## src/rtl/uart_rcv_pkg.sv

```systemverilog
// Shared types and helpers for the UART receive path.
package uart_rcv_pkg;

    localparam int unsigned MAX_DATA_BITS = 9;

    typedef enum logic [2:0] {
        IDLE,
        START,
        DATA,
        PARITY,
        STOP,
        LOAD
    } rcv_state_e;

    // Expected parity bit for a zero-padded payload; odd=1 inverts the even result.
    function automatic logic expected_parity(input logic [MAX_DATA_BITS-1:0] data,
                                             input logic                     odd);
        return (^data) ^ odd;
    endfunction

endpackage

```

## src/rtl/rcv_fifo.sv

```systemverilog
// Synchronous show-ahead FIFO: head is the oldest entry, next_head the one behind it.
module rcv_fifo #(
    parameter int unsigned WIDTH = 8,
    parameter int unsigned DEPTH = 4
) (
    input  logic                         clk,
    input  logic                         rst,
    input  logic                         push,
    input  logic [WIDTH-1:0]             push_data,
    input  logic                         pop,
    output logic [WIDTH-1:0]             head,
    output logic [WIDTH-1:0]             next_head,
    output logic [$clog2(DEPTH+1)-1:0]   count,
    output logic                         full,
    output logic                         empty
);

    localparam int unsigned PTR_W = $clog2(DEPTH);
    localparam int unsigned CNT_W = $clog2(DEPTH+1);

    logic [WIDTH-1:0] mem_q [DEPTH];
    logic [PTR_W-1:0] wr_ptr_q, wr_ptr_d;
    logic [PTR_W-1:0] rd_ptr_q, rd_ptr_d;
    logic [CNT_W-1:0] count_q, count_d;
    logic             pop_ok;
    logic             push_ok;

    assign full      = (count_q == CNT_W'(DEPTH));
    assign empty     = (count_q == '0);
    assign count     = count_q;
    assign head      = mem_q[rd_ptr_q];
    assign next_head = mem_q[rd_ptr_q + PTR_W'(1)];

    // Pointer and occupancy update; a pop frees a slot for a same-cycle push.
    always_comb begin
        pop_ok   = pop && !empty;
        push_ok  = push && (!full || pop_ok);
        wr_ptr_d = wr_ptr_q;
        rd_ptr_d = rd_ptr_q;
        count_d  = count_q;
        if (push_ok) begin
            wr_ptr_d = wr_ptr_q + PTR_W'(1);
        end
        if (pop_ok) begin
            rd_ptr_d = rd_ptr_q + PTR_W'(1);
        end
        case ({push_ok, pop_ok})
            2'b10:   count_d = count_q + CNT_W'(1);
            2'b01:   count_d = count_q - CNT_W'(1);
            default: count_d = count_q;
        endcase
    end

    // Control registers; reset flushes the FIFO.
    always_ff @(posedge clk or posedge rst) begin
        if (rst) begin
            wr_ptr_q <= '0;
            rd_ptr_q <= '0;
            count_q  <= '0;
        end else begin
            wr_ptr_q <= wr_ptr_d;
            rd_ptr_q <= rd_ptr_d;
            count_q  <= count_d;
        end
    end

    // Storage array; contents are don't-care until written.
    always_ff @(posedge clk) begin
        if (push_ok) begin
            mem_q[wr_ptr_q] <= push_data;
        end
    end

endmodule

```

## src/rtl/uart_rcv_fifo.sv

```systemverilog
// UART frame receiver with mid-bit sampling, error flags and a receive FIFO.
module uart_rcv_fifo
    import uart_rcv_pkg::*;
#(
    parameter int unsigned DATA_BITS    = 8,
    parameter int unsigned CLKS_PER_BIT = 10,
    parameter int unsigned PARITY_EN    = 0,
    parameter int unsigned STOP_BITS    = 1,
    parameter int unsigned FIFO_DEPTH   = 4
) (
    input  logic                                clk,
    input  logic                                rst,
    input  logic                                serial_in,
    input  logic                                parity_odd,
    input  logic                                data_read,
    output logic [DATA_BITS-1:0]                rx_data,
    output logic                                data_ready,
    output logic [$clog2(FIFO_DEPTH+1)-1:0]     fifo_count,
    output logic                                framing_error,
    output logic                                parity_error,
    output logic                                overrun_error
);

    localparam int unsigned TMR_W = $clog2(CLKS_PER_BIT);
    localparam int unsigned BIT_W = $clog2(DATA_BITS+1);
    localparam int unsigned CNT_W = $clog2(FIFO_DEPTH+1);

    // Edge detection and the START register each cost a cycle, so the half-bit wait is shortened by two.
    localparam logic [TMR_W-1:0] TMR_RELOAD = TMR_W'(CLKS_PER_BIT - 1);
    localparam logic [TMR_W-1:0] TMR_HALF   = TMR_W'(CLKS_PER_BIT / 2 - 2);
    localparam logic [BIT_W-1:0] DATA_LAST  = BIT_W'(DATA_BITS - 1);
    localparam logic [BIT_W-1:0] STOP_LAST  = BIT_W'(STOP_BITS - 1);

    rcv_state_e             state_q, state_d;
    logic                   sync1_q, sync2_q, prev_q;
    logic [TMR_W-1:0]       timer_q, timer_d;
    logic [BIT_W-1:0]       bit_cnt_q, bit_cnt_d;
    logic [DATA_BITS-1:0]   shift_q, shift_d;
    logic                   par_bad_q, par_bad_d;
    logic                   frm_bad_q, frm_bad_d;
    logic [DATA_BITS-1:0]   rx_data_q, rx_data_d;
    logic                   data_ready_q, data_ready_d;
    logic                   framing_error_q, framing_error_d;
    logic                   parity_error_q, parity_error_d;
    logic                   overrun_q, overrun_d;

    logic                   load_c;
    logic                   tmr_zero_c;
    logic                   good_c;
    logic                   push_c;
    logic                   pop_c;
    logic                   drop_c;
    logic [DATA_BITS-1:0]   fifo_head;
    logic [DATA_BITS-1:0]   fifo_next_head;
    logic [CNT_W-1:0]       fifo_cnt;
    logic                   fifo_full;
    logic                   fifo_empty;

    assign rx_data       = rx_data_q;
    assign data_ready    = data_ready_q;
    assign fifo_count    = fifo_cnt;
    assign framing_error = framing_error_q;
    assign parity_error  = parity_error_q;
    assign overrun_error = overrun_q;
    assign tmr_zero_c    = (timer_q == '0);

    // Frame sequencer: start detect, bit sampling and error accumulation.
    always_comb begin
        state_d   = state_q;
        timer_d   = timer_q;
        bit_cnt_d = bit_cnt_q;
        shift_d   = shift_q;
        par_bad_d = par_bad_q;
        frm_bad_d = frm_bad_q;
        load_c    = 1'b0;
        case (state_q)
            IDLE: begin
                if (prev_q && !sync2_q) begin
                    state_d = START;
                    timer_d = TMR_HALF;
                end
            end
            START: begin
                if (tmr_zero_c) begin
                    if (!sync2_q) begin
                        state_d   = DATA;
                        timer_d   = TMR_RELOAD;
                        bit_cnt_d = '0;
                        par_bad_d = 1'b0;
                        frm_bad_d = 1'b0;
                    end else begin
                        state_d = IDLE;
                    end
                end else begin
                    timer_d = timer_q - TMR_W'(1);
                end
            end
            DATA: begin
                if (tmr_zero_c) begin
                    shift_d = {sync2_q, shift_q[DATA_BITS-1:1]};
                    timer_d = TMR_RELOAD;
                    if (bit_cnt_q == DATA_LAST) begin
                        bit_cnt_d = '0;
                        state_d   = (PARITY_EN != 0) ? PARITY : STOP;
                    end else begin
                        bit_cnt_d = bit_cnt_q + BIT_W'(1);
                    end
                end else begin
                    timer_d = timer_q - TMR_W'(1);
                end
            end
            PARITY: begin
                if (tmr_zero_c) begin
                    par_bad_d = (sync2_q != expected_parity(MAX_DATA_BITS'(shift_q), parity_odd));
                    timer_d   = TMR_RELOAD;
                    state_d   = STOP;
                end else begin
                    timer_d = timer_q - TMR_W'(1);
                end
            end
            STOP: begin
                if (tmr_zero_c) begin
                    if (!sync2_q) begin
                        frm_bad_d = 1'b1;
                    end
                    timer_d = TMR_RELOAD;
                    if (bit_cnt_q == STOP_LAST) begin
                        state_d = LOAD;
                    end else begin
                        bit_cnt_d = bit_cnt_q + BIT_W'(1);
                    end
                end else begin
                    timer_d = timer_q - TMR_W'(1);
                end
            end
            LOAD: begin
                load_c  = 1'b1;
                state_d = IDLE;
            end
            default: begin
                state_d = IDLE;
            end
        endcase
    end

    // Bus side: push/pop arbitration, head register and status flags.
    always_comb begin
        pop_c  = data_read && !fifo_empty;
        good_c = load_c && !frm_bad_q && !par_bad_q;
        push_c = good_c && (!fifo_full || pop_c);
        drop_c = good_c && fifo_full && !pop_c;

        framing_error_d = load_c ? frm_bad_q : framing_error_q;
        parity_error_d  = load_c ? par_bad_q : parity_error_q;

        overrun_d = overrun_q;
        if (data_read) begin
            overrun_d = 1'b0;
        end
        if (drop_c) begin
            overrun_d = 1'b1;
        end

        data_ready_d = push_c || (fifo_cnt > CNT_W'(1)) ||
                       ((fifo_cnt == CNT_W'(1)) && !pop_c);

        // Track the post-edge head; an emptied FIFO leaves the last popped byte visible.
        rx_data_d = rx_data_q;
        if (!fifo_empty) begin
            rx_data_d = fifo_head;
        end
        if (pop_c) begin
            if (fifo_cnt > CNT_W'(1)) begin
                rx_data_d = fifo_next_head;
            end else if (push_c) begin
                rx_data_d = shift_q;
            end else begin
                rx_data_d = rx_data_q;
            end
        end else if (push_c && fifo_empty) begin
            rx_data_d = shift_q;
        end
    end

    // All receiver state; reset abandons any frame in progress.
    always_ff @(posedge clk or posedge rst) begin
        if (rst) begin
            sync1_q         <= 1'b1;
            sync2_q         <= 1'b1;
            prev_q          <= 1'b1;
            state_q         <= IDLE;
            timer_q         <= '0;
            bit_cnt_q       <= '0;
            shift_q         <= '0;
            par_bad_q       <= 1'b0;
            frm_bad_q       <= 1'b0;
            rx_data_q       <= '1;
            data_ready_q    <= 1'b0;
            framing_error_q <= 1'b0;
            parity_error_q  <= 1'b0;
            overrun_q       <= 1'b0;
        end else begin
            sync1_q         <= serial_in;
            sync2_q         <= sync1_q;
            prev_q          <= sync2_q;
            state_q         <= state_d;
            timer_q         <= timer_d;
            bit_cnt_q       <= bit_cnt_d;
            shift_q         <= shift_d;
            par_bad_q       <= par_bad_d;
            frm_bad_q       <= frm_bad_d;
            rx_data_q       <= rx_data_d;
            data_ready_q    <= data_ready_d;
            framing_error_q <= framing_error_d;
            parity_error_q  <= parity_error_d;
            overrun_q       <= overrun_d;
        end
    end

    rcv_fifo #(
        .WIDTH (DATA_BITS),
        .DEPTH (FIFO_DEPTH)
    ) u_fifo (
        .clk       (clk),
        .rst       (rst),
        .push      (push_c),
        .push_data (shift_q),
        .pop       (pop_c),
        .head      (fifo_head),
        .next_head (fifo_next_head),
        .count     (fifo_cnt),
        .full      (fifo_full),
        .empty     (fifo_empty)
    );

endmodule

```

## config.mk

```make
export PLATFORM = sky130hd
export DESIGN_NAME = uart_rcv_fifo
export DESIGN_NICKNAME = d
export VERILOG_FILES = /design/src/rtl/uart_rcv_pkg.sv /design/src/rtl/rcv_fifo.sv /design/src/rtl/uart_rcv_fifo.sv
export SDC_FILE = /design/constraint.sdc
export NUM_CORES = 1
export LEC_CHECK = 0
export CORE_ASPECT_RATIO = 0.6
export CORE_MARGIN = 1
export CORE_UTILIZATION = 64
export DETAILED_ROUTE_END_ITERATION = 8
export PLACE_DENSITY = 0.84
export SETUP_SLACK_MARGIN = 0.3
export SLEW_MARGIN = 20
export SYNTH_ARGS = -nofsm -noshare
export SYNTH_HDL_FRONTEND = slang
export SYNTH_SLANG_ARGS = --single-unit
```

## constraint.sdc

```tcl
create_clock -name clk -period 6.3 [get_ports clk]
set_clock_uncertainty 0.05 [all_clocks]
set_input_delay 1.26 -clock clk [delete_from_list [all_inputs] [get_ports clk]]
set_output_delay 1.26 -clock clk [all_outputs]
set_load 0.02 [all_outputs]
```

==> qor.yml <==
synth:
  synthesis.instances: 277
  synth_nets: 293
  synthesis.area_mm2: 0.003690
  yosysSeqAreaShare_pct: 55.58
  ys.warnings.count: 0
  async_flop_share_pct: 57.33
  avgSynthCellArea_um2: 13.32
  synth_top_area_share_pct: 26.04
  ys.flop_type: "edfxtp_1"
  synth.distinct_cells: 44
  ys_top_cells_by_area: "edfxtp_1 (26%), dfrtp_1 (22%), mux4_2 (9.8%)"
  ys_ff_latch: 75
  synth_top_cell_by_area: "edfxtp_1"
  synth_edf_count: 32
clock_network:
  cts.sinks: 75
  max-clock-path-buffers: 2
  cts_tree: "yes"
  cts_root_buf: "clkbuf_8"
  clock_latency_ns: 0.36
  post_cts_buffers: 0
  path_clk_slew_ns: 0.08
  ctsHtreeMaxLevel: 3
  cts-resized-gates: 0
  ctsHoldBuffers: 0
  cts_made_buffers: 9
power_and_ir_drop:
  switching_share_pct: 36.58
  p_seq_share_pct: 43.0
  pwr_density_cell_mw_per_mm2: 437.4
  p_switching_uw: 661.3
  intPower_mw: 1.147
  combPwrFrac_pct: 35.7
  power.clock.fraction_pct: 21.3
  power_leakage_nw: 1.629
  ir_worst_vdd_mv: 0.2193
setup_path:
  r2r_start: "state_q[2]"
  critPathTopFamily: "buffers and inverters"
  critPathLaunch: "data_read"
  slowest_stage: "clkdlybuf4s50_1"
  crit_type: "in2reg"
  critPathMaxFanout: 13
  arrival_ns: 3.40
  path_cells: "clkdlybuf4s50_1 > nor2_1 > nor2_1 > inv_1 > ha_1 > nor2_1 > xor2_1"
  setup.worst_path.start_class: "input port"
  end_kind: "flip-flop"
  path_buf_inv: 2
  max_stage_delay_ns: 0.80
  crit_required_ns: 6.54
  cp_common_cell: "nor2_1"
floorplan:
  chipWidth_um: 100.0
  die-area_mm2: 0.006083
  initial_utilization_pct: 69.55
  num_rows: 20
  fp.dieH_um: 60.82
  core-area_mm2: 0.005305
  pin_count: 20
detailed_routing:
  firstDrtPassIters: 5
  drcViolationCount: 0
  vias: 2441
  ant_nets: 0
  drt_iter0_drc: 369
  via_per_inst: 6.492
  wl_per_cell_um: 20.80
  wirelength_um: 7820
hold_path:
  holdCritStartpoint: "sync1_q"
  hold_path.class: "reg2reg"
timing:
  layout_setup_ws_ns: 3.140
  worst_slew_pin_slew_ns: 0.8220
  holdWs_ns: 0.3115
  hold_viol: 0
  finalSetupTns_ns: 0
  min_period_ns: 3.160
  post-route-period-util_pct: 50.16
  setup_violations: 0
  maxSlewViolCount: 0
  fmax_mhz: 316.5
  rsz0062_at_grt: "false"
  slew_headroom_pct: 45.09
job:
  maxCapViolCount: 0
placement:
  dp_slack_ns: 2.843
  place_congestion: 0.8162
  dp_hpwl_um: 5431
  dp_cells: 360
  port_buffers: 19
layout:
  drive_gt1_share_pct: 22.07
  area_growth_pct: 12.04
  antenna_cells: 0
  fin_util_pct: 77.92
  fin_cells: 376
  num-nets-final: 310
outcome:
  status: "complete, no violations"
grt:
  grt_pass1_wl_um: 12210
  antenna_found_initial: 0
  grt_max_degree: 44
  grtUsageTotal_pct: 28.86
  overflow: 0
  first_global_vias: 2254
## cells in the mapped netlist (all sizes together) (2+ instances only)
library cell   n
dfrtp         32
edfxtp        32
o22ai         19
mux2          18
mux4          16
a21oi         14
nor2          14
xnor2         14
nand2         12
o21ai         12
dfstp         11
ha            11
inv           11
clkbuf        10
nand2b         9
and2           5
buf            4
nor2b          3
xor2           3
a21o           2
mux2i          2
nor3           2
o21bai         2
o31ai          2
or3            2
## power by group through the flow
stage | clock network [mW] | registers, mW | logic [mW]
2_1_floorplan | 0 | 0.732 | 0.496
3_3_place_gp | 0 | 0.773 | 0.610
3_5_place_dp | 0 | 0.783 | 0.635
4_1_cts | 0.391 | 0.775 | 0.639
5_1_grt | 0.407 | 0.798 | 0.703
6_report | 0.385 | 0.777 | 0.646
## layer usage
metal / vias to the layer above / wire length (um) / share of wire [%] / global-route usage [%]
met2: 173 / 3122 / 40 / 38.62
met5: - / 0 / 0 / 0
li1: 1064 / - / - / -
met4: 0 / 199 / 2.5 / 10.14
met3: 36 / 1061 / 14 / 11.41
met1: 1168 / 3437 / 44 / 43.04
## cell families (layout without fill, tap and decap cells)
group	count (synthesis)	in the layout	share of synthesized area, %
muxes	36	36	15.80
DFF	75	75	55.58
buffers and inverters	25	47	2.848
AOI/OAI and AO/OA	57	57	9.868
and+or+nand+nor	56	56	8.139
adders and majority gates	11	11	3.730
xor gates and xnor gates	17	17	4.035
## worst reg2reg max path: cells and delay by family (launching register included)
family | cells | cell delay, ns
flip-flops | 1 | 0.61
AND/OR/NAND/NOR | 4 | 1.42
XOR/XNOR | 1 | 0.14
buffers and inverters | 1 | 0.10
adder cells (fa/ha/maj) | 1 | 0.37
## worst paths after layout
| check | cells after the start | end | slack [ns] |
|---|---|---|---|
| min reg2reg | 0 | sync2_q | 0.31 |
| max in group asynchronous | 3 | u_fifo.rd_ptr_q[0] | 4.48 |
| min | 0 | sync2_q | 0.31 |
| max | 7 | u_fifo.count[2] | 3.14 |
| min in group asynchronous | 3 | timer_q[3] | 1.30 |
| max reg2reg | 7 | u_fifo.count[2] | 3.55 |
## through the flow
stage	power, mW	instance area (um^2)
after floorplan	1.228	3690
after global placement	1.383	3920
after detailed placement	1.418	3920
after CTS	1.805	4133
after global routing	1.908	4134
final	1.808	4134
## layout by cell type, fill, tap and decap left out, types with 3 or more instances in the layout
master | synthesis | layout
nand2_1 | 12 | 12
xnor2_1 | 14 | 14
mux2_2 | 18 | 18
o21ai_0 | 11 | 11
dfrtp_1 | 32 | 31
and2_1 | 5 | 5
xor2_1 | 3 | 3
clkdlybuf4s50_1 | 0 | 19
inv_1 | 11 | 10
dfstp_2 | 11 | 11
clkbuf_8 | 0 | 9
o22ai_1 | 18 | 18
nand2b_1 | 8 | 8
edfxtp_1 | 32 | 32
ha_1 | 11 | 11
nor2b_1 | 3 | 3
nor2_1 | 14 | 14
a21oi_1 | 14 | 14
mux4_2 | 16 | 16
## cell type report
| class | instances | area [um^2] |
|---|---|---|
| Multi-Input combinational cell | 177 | 1534 |
| Fill cell | 314 | 1171 |
| Clock buffer | 11 | 152.6 |
| Inverter | 11 | 41.29 |
| Tap cell | 77 | 96.34 |
| Sequential cell | 75 | 2052 |
| Clock inverter | 5 | 60.06 |
| Timing Repair Buffer | 20 | 197.7 |
## registers in the layout, summed over array words and instances (netlist names)
signal           cells
bit_cnt_q            4
data_ready           1
framing_error        1
frm_bad_q            1
overrun_error        1
par_bad_q            1
parity_error         1
prev_q               1
rx_data              8
shift_q              8
state_q              3
sync1_q              1
sync2_q              1
timer_q              4
u_fifo.count         3
u_fifo.mem_q        32
u_fifo.rd_ptr_q      2
u_fifo.wr_ptr_q      2
Power figures use the tool's default switching activity.
